[config.mk]
export PLATFORM = sky130hd
export DESIGN_NAME = pipe_hazard_ctrl
export DESIGN_NICKNAME = d
export VERILOG_FILES = /design/src/rtl/pipe_ctrl_pkg.sv /design/src/rtl/sb_delay_line.sv /design/src/rtl/pipe_hazard_ctrl.sv
export SDC_FILE = /design/constraint.sdc
export NUM_CORES = 1
export LEC_CHECK = 0
export CAP_MARGIN = 10
export CORE_ASPECT_RATIO = 0.8
export CORE_MARGIN = 2
export CORE_UTILIZATION = 40
export CTS_CLUSTER_SIZE = 16
export DETAILED_ROUTE_END_ITERATION = 6
export SLEW_MARGIN = 15
export SYNTH_ARGS = -nofsm -noshare
export SYNTH_HDL_FRONTEND = slang
export SYNTH_HIERARCHICAL = 1
export SYNTH_SLANG_ARGS = --single-unit
export TNS_END_PERCENT = 50
[constraint.sdc]
create_clock -name clk -period 9.3 [get_ports clk]
set_input_delay 2.79 -clock clk [delete_from_list [all_inputs] [get_ports clk]]
set_output_delay 2.79 -clock clk [all_outputs]
set_load 0.01 [all_outputs]
[src/rtl/pipe_ctrl_pkg.sv]
// Shared types for the pipeline hazard controller.
package pipe_ctrl_pkg;

  localparam int unsigned NUM_REGS = 32;
  localparam int unsigned REG_W    = $clog2(NUM_REGS);

  typedef logic [REG_W-1:0] reg_idx_t;

  // One in-flight register write travelling from issue to writeback
  typedef struct packed {
    logic     valid;
    reg_idx_t rd;
  } sb_entry_t;

  localparam reg_idx_t REG_ZERO = '0;

endpackage

[src/rtl/sb_delay_line.sv]
// Issue-to-writeback delay line: tracks which destination retires on the next unfrozen edge.
module sb_delay_line
  import pipe_ctrl_pkg::*;
#(
  parameter int unsigned WB_LAT = 3
) (
  input  logic     clk,
  input  logic     rst,
  input  logic     i_freeze,
  input  logic     i_push,
  input  reg_idx_t i_push_rd,
  output logic     o_ret_valid,
  output reg_idx_t o_ret_rd
);

  sb_entry_t r_slot [WB_LAT];
  sb_entry_t w_push_entry;

  // Invalid pushes carry rd 0 so idle slots stay quiet
  always_comb begin
    w_push_entry       = '0;
    w_push_entry.valid = i_push;
    w_push_entry.rd    = i_push ? i_push_rd : REG_ZERO;
  end

  // Shift one slot per unfrozen edge; slot 0 takes the newly issued write
  always_ff @(posedge clk) begin
    if (rst) begin
      for (int i = 0; i < int'(WB_LAT); i++) begin
        r_slot[i] <= '0;
      end
    end else if (!i_freeze) begin
      r_slot[0] <= w_push_entry;
      for (int i = 1; i < int'(WB_LAT); i++) begin
        r_slot[i] <= r_slot[i-1];
      end
    end
  end

  assign o_ret_valid = r_slot[WB_LAT-1].valid;
  assign o_ret_rd    = r_slot[WB_LAT-1].rd;

endmodule

[src/rtl/pipe_hazard_ctrl.sv]
// Interlock/flush controller: RAW scoreboard, branch squash, external freeze, stall stats.
module pipe_hazard_ctrl
  import pipe_ctrl_pkg::*;
#(
  parameter int unsigned WB_LAT    = 3,
  parameter int unsigned FETCH_LAT = 2,
  parameter int unsigned STAT_W    = 32
) (
  input  logic              clk,
  input  logic              rst,
  input  logic              ext_stall,
  input  logic              dec_valid,
  input  reg_idx_t          dec_rs,
  input  logic              dec_rs_used,
  input  reg_idx_t          dec_rt,
  input  logic              dec_rt_used,
  input  logic              dec_r_we,
  input  reg_idx_t          dec_rd,
  input  logic              jbr_taken,
  output logic              stall_fd,
  output logic              issue_dx,
  output logic              flush_fd,
  output logic [STAT_W-1:0] stall_cnt
);

  localparam int unsigned CNT_W = $clog2(WB_LAT + 1);
  localparam int unsigned FL_W  = (FETCH_LAT > 1) ? $clog2(FETCH_LAT) : 1;

  logic [CNT_W-1:0]  r_count [NUM_REGS];
  logic [FL_W-1:0]   r_flush_cnt;
  logic [STAT_W-1:0] r_stall_cnt;

  logic     w_rs_pend;
  logic     w_rt_pend;
  logic     w_raw;
  logic     w_flushing;
  logic     w_stall_fd;
  logic     w_issue_dx;
  logic     w_flush_fd;
  logic     w_push;
  logic     w_ret_valid;
  reg_idx_t w_ret_rd;

  // Write-in-flight tracking from issue to regfile write
  sb_delay_line #(
    .WB_LAT (WB_LAT)
  ) u_sb_delay_line (
    .clk         (clk),
    .rst         (rst),
    .i_freeze    (ext_stall),
    .i_push      (w_push),
    .i_push_rd   (dec_rd),
    .o_ret_valid (w_ret_valid),
    .o_ret_rd    (w_ret_rd)
  );

  // Hazard detection and pipeline control; everything low while in reset
  always_comb begin
    w_rs_pend  = dec_rs_used && (dec_rs != REG_ZERO) && (r_count[dec_rs] != '0);
    w_rt_pend  = dec_rt_used && (dec_rt != REG_ZERO) && (r_count[dec_rt] != '0);
    w_raw      = dec_valid && (w_rs_pend || w_rt_pend);
    w_flushing = (r_flush_cnt != '0) || jbr_taken;
    w_stall_fd = 1'b0;
    w_issue_dx = 1'b0;
    w_flush_fd = 1'b0;
    if (!rst) begin
      w_issue_dx = dec_valid && !w_raw && !w_flushing && !ext_stall;
      w_stall_fd = ext_stall || (w_raw && !w_flushing);
      w_flush_fd = w_flushing && !ext_stall;
    end
    w_push = w_issue_dx && dec_r_we && (dec_rd != REG_ZERO);
  end

  // Per-register pending-write counts; an inc and dec of the same reg cancel
  always_ff @(posedge clk) begin
    if (rst) begin
      for (int i = 0; i < int'(NUM_REGS); i++) begin
        r_count[i] <= '0;
      end
    end else if (!ext_stall) begin
      r_count[0] <= '0;
      for (int i = 1; i < int'(NUM_REGS); i++) begin
        if (w_push && (dec_rd == reg_idx_t'(i)) &&
            !(w_ret_valid && (w_ret_rd == reg_idx_t'(i)))) begin
          r_count[i] <= r_count[i] + CNT_W'(1);
        end else if (w_ret_valid && (w_ret_rd == reg_idx_t'(i)) &&
                     !(w_push && (dec_rd == reg_idx_t'(i)))) begin
          r_count[i] <= r_count[i] - CNT_W'(1);
        end
      end
    end
  end

  // Wrong-path squash window; a new taken branch restarts it
  always_ff @(posedge clk) begin
    if (rst) begin
      r_flush_cnt <= '0;
    end else if (!ext_stall) begin
      if (jbr_taken) begin
        r_flush_cnt <= FL_W'(FETCH_LAT - 1);
      end else if (r_flush_cnt != '0) begin
        r_flush_cnt <= r_flush_cnt - FL_W'(1);
      end
    end
  end

  // Saturating count of cycles with fetch/decode held
  always_ff @(posedge clk) begin
    if (rst) begin
      r_stall_cnt <= '0;
    end else if (w_stall_fd && (r_stall_cnt != '1)) begin
      r_stall_cnt <= r_stall_cnt + STAT_W'(1);
    end
  end

  assign stall_fd  = w_stall_fd;
  assign issue_dx  = w_issue_dx;
  assign flush_fd  = w_flush_fd;
  assign stall_cnt = r_stall_cnt;

endmodule

* Yosys cells after proc, flatten, opt, wreduce, memory -nomap -nowiden
Memory sizes are Yosys's and may differ from the RTL's.
Index checks and enable logic that the tools add are counted.
** Storage, ports and cells
- Memories kept :: 2
- Bits in registers :: 33
- Memory bits (writable) :: 82
- Input port bits :: 23
- Output and inout port bits :: 35
- Bits in latches :: 0
- Logic and storage cells :: 763
- ROM bits :: 0
** Cells by class
- Equal/unequal tests :: 63
- Div/mod/pow operators :: 0
- Muxes and demuxes :: 356
- Add/subtract/negate cells :: 64
- $mul :: 0
- Reductions and logical operators :: 210
- Shift operators :: 0
- Bitwise gates (word level) :: 66
- $lt $le $gt $ge :: 0
** Memory list
- r_count :: depth 32, bits a word 2, read ports 33, clocked after Yosys merged registers in 0, wr ports 32, line pipe_hazard_ctrl.sv:29 : logic [CNT_W-1:0] r_count [NUM_REGS];
- u_sb_delay_line.r_slot :: depth 3, bits a word 6, read ports 3, clocked after Yosys merged registers in 0, wr ports 3, line sb_delay_line.sv:16 : sb_entry_t r_slot [WB_LAT];
** Operators with widths (number)
- 2-to-1 mux 1 bit :: 289
- == test 5 bit (second input constant) :: 32
- logical AND 1 bit :: 137
- 2-to-1 mux 2 bit :: 63
- == test 5 x 4 -> 1 bit (second input constant) :: 16
- bitwise OR 1 bit :: 66
- logical NOT 1 bit :: 65
- adder 2 x 1 -> 2 bit (second input constant) :: 31
- subtractor 2 x 1 -> 2 bit (second input constant) :: 31
- == test 5 x 3 -> 1 bit (second input constant) :: 8
- adder 32 x 1 -> 32 bit (second input constant) :: 1
- inequality test 32 bit (second input constant) :: 1
- == test 5 x 2 -> 1 bit (second input constant) :: 4
- 2-to-1 mux 6 bit :: 3
- nonzero test 5 bit :: 3
- == test 5 x 1 -> 1 bit (second input constant) :: 2
- 2-to-1 mux 5 bit :: 1
- nonzero test 2 bit :: 2
- logical OR 1 bit :: 3
- subtractor 1 bit (second input constant) :: 1

* Logic depth before layout (Yosys ltp)
- Depth in word-level cells :: 21
- Gate-level depth with buffers :: 13
- Gate-level depth less buffers :: 8

* Cells and area by module
Netlist, hierarchy kept.
** Modules (own cells, without submodules)
- pipe_hazard_ctrl :: seq. area each 2522.4 um^2, area each 6845.3 um^2, cells each 803, times used 1
- sb_delay_line :: seq. area each 540.5 um^2, area each 844.6 um^2, cells each 46, times used 1

* Worst setup path before layout
OpenSTA, ideal clock, no wires.
- Kind :: input -> output
- Start point :: input port dec_rt[1]
- End point :: output port stall_fd
- Buffers on the path :: 4
- Required time :: 6.510 ns
- Arrival time :: 4.854 ns
- Slack :: 1.656 ns
- Stages on the path :: 11
- Path through :: buf_6 -> nor3_1 -> a21oi_1 -> mux4_2 -> a32o_1 -> a211o_1 -> buf_6 -> nor4_2 -> buf_2 -> buf_4 -> nor2_1
** On the way
- Word-level cells in the longest chain between the ends :: 8
- Elaborated cells between the ends (all ways) :: 10
- Classes of those cells :: 1 x mux; 8 x reduce/logical; 1 x memory
** RTL lines
- from (decl) :: line pipe_hazard_ctrl.sv:15 : input reg_idx_t dec_rt,
- memory read (32 x 2 bit) or nonzero test 5 bit (tied branches)
- nonzero test 2 bit or logical AND 1 bit (tied branches) :: line pipe_hazard_ctrl.sv:60 : w_rt_pend = dec_rt_used && (dec_rt != REG_ZERO) && (r_count[dec_rt] != '0);
- logical AND 1 bit (*) :: line pipe_hazard_ctrl.sv:60
- logical OR 1 bit (*) :: line pipe_hazard_ctrl.sv:61 : w_raw = dec_valid && (w_rs_pend || w_rt_pend);
- logical AND 1 bit (*) :: line pipe_hazard_ctrl.sv:61
- logical AND 1 bit (*) :: line pipe_hazard_ctrl.sv:68 : w_stall_fd = ext_stall || (w_raw && !w_flushing);
- logical OR 1 bit (*) :: line pipe_hazard_ctrl.sv:68
- 2-to-1 mux 1 bit (*) :: line pipe_hazard_ctrl.sv:66 : if (!rst) begin
- to (decl) :: line pipe_hazard_ctrl.sv:20 : output logic stall_fd,
Mark *: on every way between the ends. The rest lies on a longest branch, timed or not.

* Worst setup path after layout
- Start point :: input port dec_rt[0]
- End point :: output port stall_fd
Same word-level chain as after synthesis.

==> flow_summary.rst <==
.. list-table::
   :header-rows: 1

   * - Metric
     - Value
   * - Status
     - finished clean
   * - Total routing resource utilization after global routing
     - between 20% and 30%
   * - Library cell with the largest summed area after synthesis
     - sky130_fd_sc_hd__edfxtp_1
   * - CP max stage cell
     - sky130_fd_sc_hd__clkdlybuf4s50_1
   * - Diode insertion count for antenna repair
     - 0
   * - Maximum number of pins on one net before global-route repair
     - 56
   * - Top-level I/O count
     - 58
   * - Most frequent cell on the critical path
     - sky130_fd_sc_hd__clkdlybuf4s50_1
   * - Worst IR drop on VDD
     - 99.87 uV
   * - Final critical path time including I/O delays and setup
     - approximately 9000 ps
   * - Number of setup violations in the final report
     - 0
   * - Mean routed wirelength per cell
     - around 18 microns
   * - Setup repair bufs after CTS
     - 0
   * - Number of cells on the critical path
     - 9
   * - Cell area after synthesis
     - 0.007690 sq mm
   * - CP Capture Type
     - primary output
   * - Number of antenna violations at the first check in global routing
     - 0
   * - Dominant cell by count in the synthesized netlist
     - sky130_fd_sc_hd__nor2_1
   * - Worst endpoint required time
     - 6510 ps
   * - Dominant combinational cell family by area after synthesis
     - simple AND/OR/NAND/NOR gates
   * - Die outline height
     - between 100 and 150 microns
   * - Setup slack, reg-to-reg
     - 5600 ps
   * - Average vias per placed instance
     - 5.766
   * - Post-layout net count
     - roughly 900
   * - Post-route DRC violation count
     - 0
   * - Least setup slack across all paths after layout
     - just over 500 ps
   * - Wire length of the first global-routing pass
     - 33,460 microns
   * - Post-cts gate resize count
     - 0
   * - Source of the worst register-to-register timing path
     - r_count[15][0]
   * - Area added between synthesis and finish
     - 15.42%
   * - Fin Setup TNS
     - 0 ps
   * - Setup repair after global routing missed its margin
     - no
   * - Clock Tree Root
     - sky130_fd_sc_hd__clkbuf_16
   * - Multiplexer fraction of the synthesized cell area
     - roughly 4.2%
   * - Sinks on Clock Net
     - 113
   * - Detail Placement HPWL
     - 14,930 microns
   * - Fraction of final layout cells with drive strength greater than 1
     - 10.34%
   * - Placed instance area
     - ~0.0083 sq mm
   * - Critical path destination
     - stall_fd
   * - Critical path startpoint category
     - input pin
   * - Number of synthesized flops with an enable pin
     - 80
   * - Overall Power
     - 1.345 mW
   * - Hold Path Class
     - reg -> reg
   * - Number of non-filler instances in the completed layout
     - around 1,100
   * - Static leakage
     - 2.706 nW
   * - Horizontal die dimension
     - ~160 microns
   * - Placement row count
     - between 40 and 50
   * - Crit-path max cell delay
     - between 800 and 900 ps
   * - Net Count, Synth
     - around 870
   * - Global placer's final weighted congestion
     - roughly 0.92
   * - Max-Slew Margin vs Limit
     - 30.84%
   * - Total buffers and inverters traversed by the critical path
     - 2
   * - Starting Density
     - between 40% and 50%
   * - Post-Synth Simple-Gate Area
     - roughly 32%
   * - CTS tree
     - yes
   * - Clk_skew
     - roughly 8.8 ps
   * - Number of pins exceeding their max-slew limit in the final report
     - 0
   * - Cells taking the most area after synthesis
     - sky130_fd_sc_hd__edfxtp_1 (31%), sky130_fd_sc_hd__dfxtp_1 (8.6%), sky130_fd_sc_hd__nor2_1 (4.8%), sky130_fd_sc_hd__nor3_1 (4.6%), sky130_fd_sc_hd__xor2_1 (4.0%)
   * - Synth Warn #
     - 6
   * - Number of violations reported at the end of detailed-routing iteration 0
     - roughly 620
   * - Worst path top cell family by delay
     - buffers and inverters
   * - Chain of cells forming the critical path
     - clkdlybuf4s50_1 -> nor4b_1 -> a311oi_1 -> a22o_1 -> a32o_1 -> a211o_1 -> nor4_4 -> nor2_1 -> clkdlybuf4s50_1
   * - Xor and xnor fraction of the mapped netlist area
     - under 10%
   * - Deepest level of the CTS H-tree
     - 4
   * - Core area
     - ~0.019 sq mm
   * - R2R cell count
     - 9
   * - Drt first pass iters
     - 5
   * - Insertion delay to the later sink of the worst-skew pair
     - 420 ps
   * - Synthesized-area fraction occupied by ao, oa, aoi and oai cells
     - 12.01%
   * - Path type of the worst setup path
     - in -> out
   * - Post-Syn Area per Cell
     - ~9 sq um
   * - Number of endpoints with negative hold slack in the final report
     - 0
   * - Dpl cells
     - about 1,100
   * - Count of max-cap constraint violations
     - 0
   * - Flops & latches, synth
     - around 110
   * - Transition at the pin with the smallest max-transition slack
     - a little over 1000 ps
   * - Power density over the cells
     - around 150 mW/mm^2
   * - Cell count after synthesis
     - around 850
   * - Arrival @ worst endpoint
     - 5990 ps
   * - Count of different cell masters after synthesis
     - between 60 and 70
   * - Floorplan die area
     - 0.02036 sq mm
   * - Dominant register cell in the synthesized netlist
     - sky130_fd_sc_hd__edfxtp_1
   * - Gr ovfl total
     - 0
   * - Longest Clk Path Bufs
     - 2
   * - Vias in the first global route
     - 6,000
   * - Routed WL
     - around 21,000 microns
   * - Synthesized-area fraction occupied by adder cells
     - less than 1%
   * - Total of hold buffers inserted after clock tree synthesis
     - 0
   * - Worst slack at placement
     - around 520 ps
   * - Final Cell Area
     - just under 0.009 sq mm
   * - Cts bufs inserted
     - 17
   * - Buffers on Ports
     - between 50 and 60
   * - Routed via count
     - 6,619
   * - Sequential-to-total area share from yosys stat
     - about two fifths
   * - Highest achievable clock rate
     - between 100 and 150 MHz
   * - Critical Path Source
     - dec_rt[0]
   * - Share of Yosys cell area claimed by the top area cell type
     - 31.24%
   * - Top post-synthesis cells by count
     - sky130_fd_sc_hd__nor2_1 (99), sky130_fd_sc_hd__edfxtp_1 (80), sky130_fd_sc_hd__nor3_1 (71), sky130_fd_sc_hd__nand2_1 (60), sky130_fd_sc_hd__a21oi_1 (45)
   * - Final period util
     - approximately 94%
   * - Share of synthesized registers carrying an async set or reset
     - 0%
   * - Clock slew at the register clock pins of the worst setup and hold paths
     - around 50 ps
   * - End of the worst register-to-register path
     - r_count[16][1]
   * - Max Fanout on Critical Path
     - 20
   * - Antenna Nets Post-Route
     - 0
power breakdown:
group	switching (mW)	internal, mW	leakage [nW]	total (mW)
Combinational	0.102	0.0560	1.35	0.158
Sequential	0.0210	0.561	1.10	0.582
Clock	0.242	0.363	0.252	0.605
flip-flops by register name (all words and copies together), names as in the netlist:
name	cells
u_sb_delay_line/r_slot	18
r_count	62
r_flush_cnt	1
stall_cnt	32
metal layers:
metal  vias up  global-route usage [%]  routed length, microns
met5         -                       0                       0
met4         0                   5.348                     150
met3        11                   4.562                    1585
met2       238                   29.51                    8503
met1      3144                   32.42                   10820
li1       3226                       -                       -
worst min-delay path: cells and delay by family (launching register included):
family,cells,cell delay (ps)
AO/OA/AOI/OAI,2,120
flip-flops,1,330
cells by family after synthesis:
group           after synthesis
fa+ha+maj                     1
buf+inv                      63
xor+xnor                     62
mux                          23
compound gates              149
simple gates                438
flops                       113
layout by cell type, fill, tap and decap left out, drive strengths merged, types with 6 or more instances in the layout:
cell type      count
and3              12
nand3             34
buf               11
or4               14
mux2i              7
o31ai             13
nand2             60
nor2              99
dfxtp             33
clkdlybuf4s50     55
clkinv             7
nand4             16
nand3b             7
edfxtp            80
inv                7
xnor2             27
clkbuf            17
nor3b             21
xor2              35
nor2b             19
a21oi             45
nand2b            12
nand4b             8
o21a              10
or3               11
clkinvlp           6
o21ai             46
nor4              27
nor3              71
mux2              11
stage by stage:
stage | utilization [%] | hold WS (ps)
detailed placement | 44.03 | 478.6
finish | 46.92 | 497.5
global route | 46.92 | 531.8
CTS | 46.92 | 492.4
global placement | 44.03 | 478.8
floorplan | - | 464.5
area by class of cell:
class,instances,area [sq um]
clock buffers,17,425.4
clock inverters,15,120.1
fillers,1887,10040
inverters,6,22.52
multi-input cells,673,4294
flip-flops and latches,113,3063
well taps,258,322.8
repair buffers,66,628.1
worst min-delay path by stage:
stage / end / startpoint / slack (ps) / cells after the start
final: stall_cnt[9] / stall_cnt[9] / 500 / 2
after global routing: stall_cnt[30] / stall_cnt[30] / 530 / 2
after CTS: stall_cnt[4] / stall_cnt[4] / 490 / 2
after detailed placement: stall_cnt[4] / stall_cnt[4] / 480 / 1
after global placement: stall_cnt[4] / stall_cnt[4] / 480 / 1
after floorplan: r_flush_cnt / r_flush_cnt / 460 / 2
(Power assumes the default switching activity.)
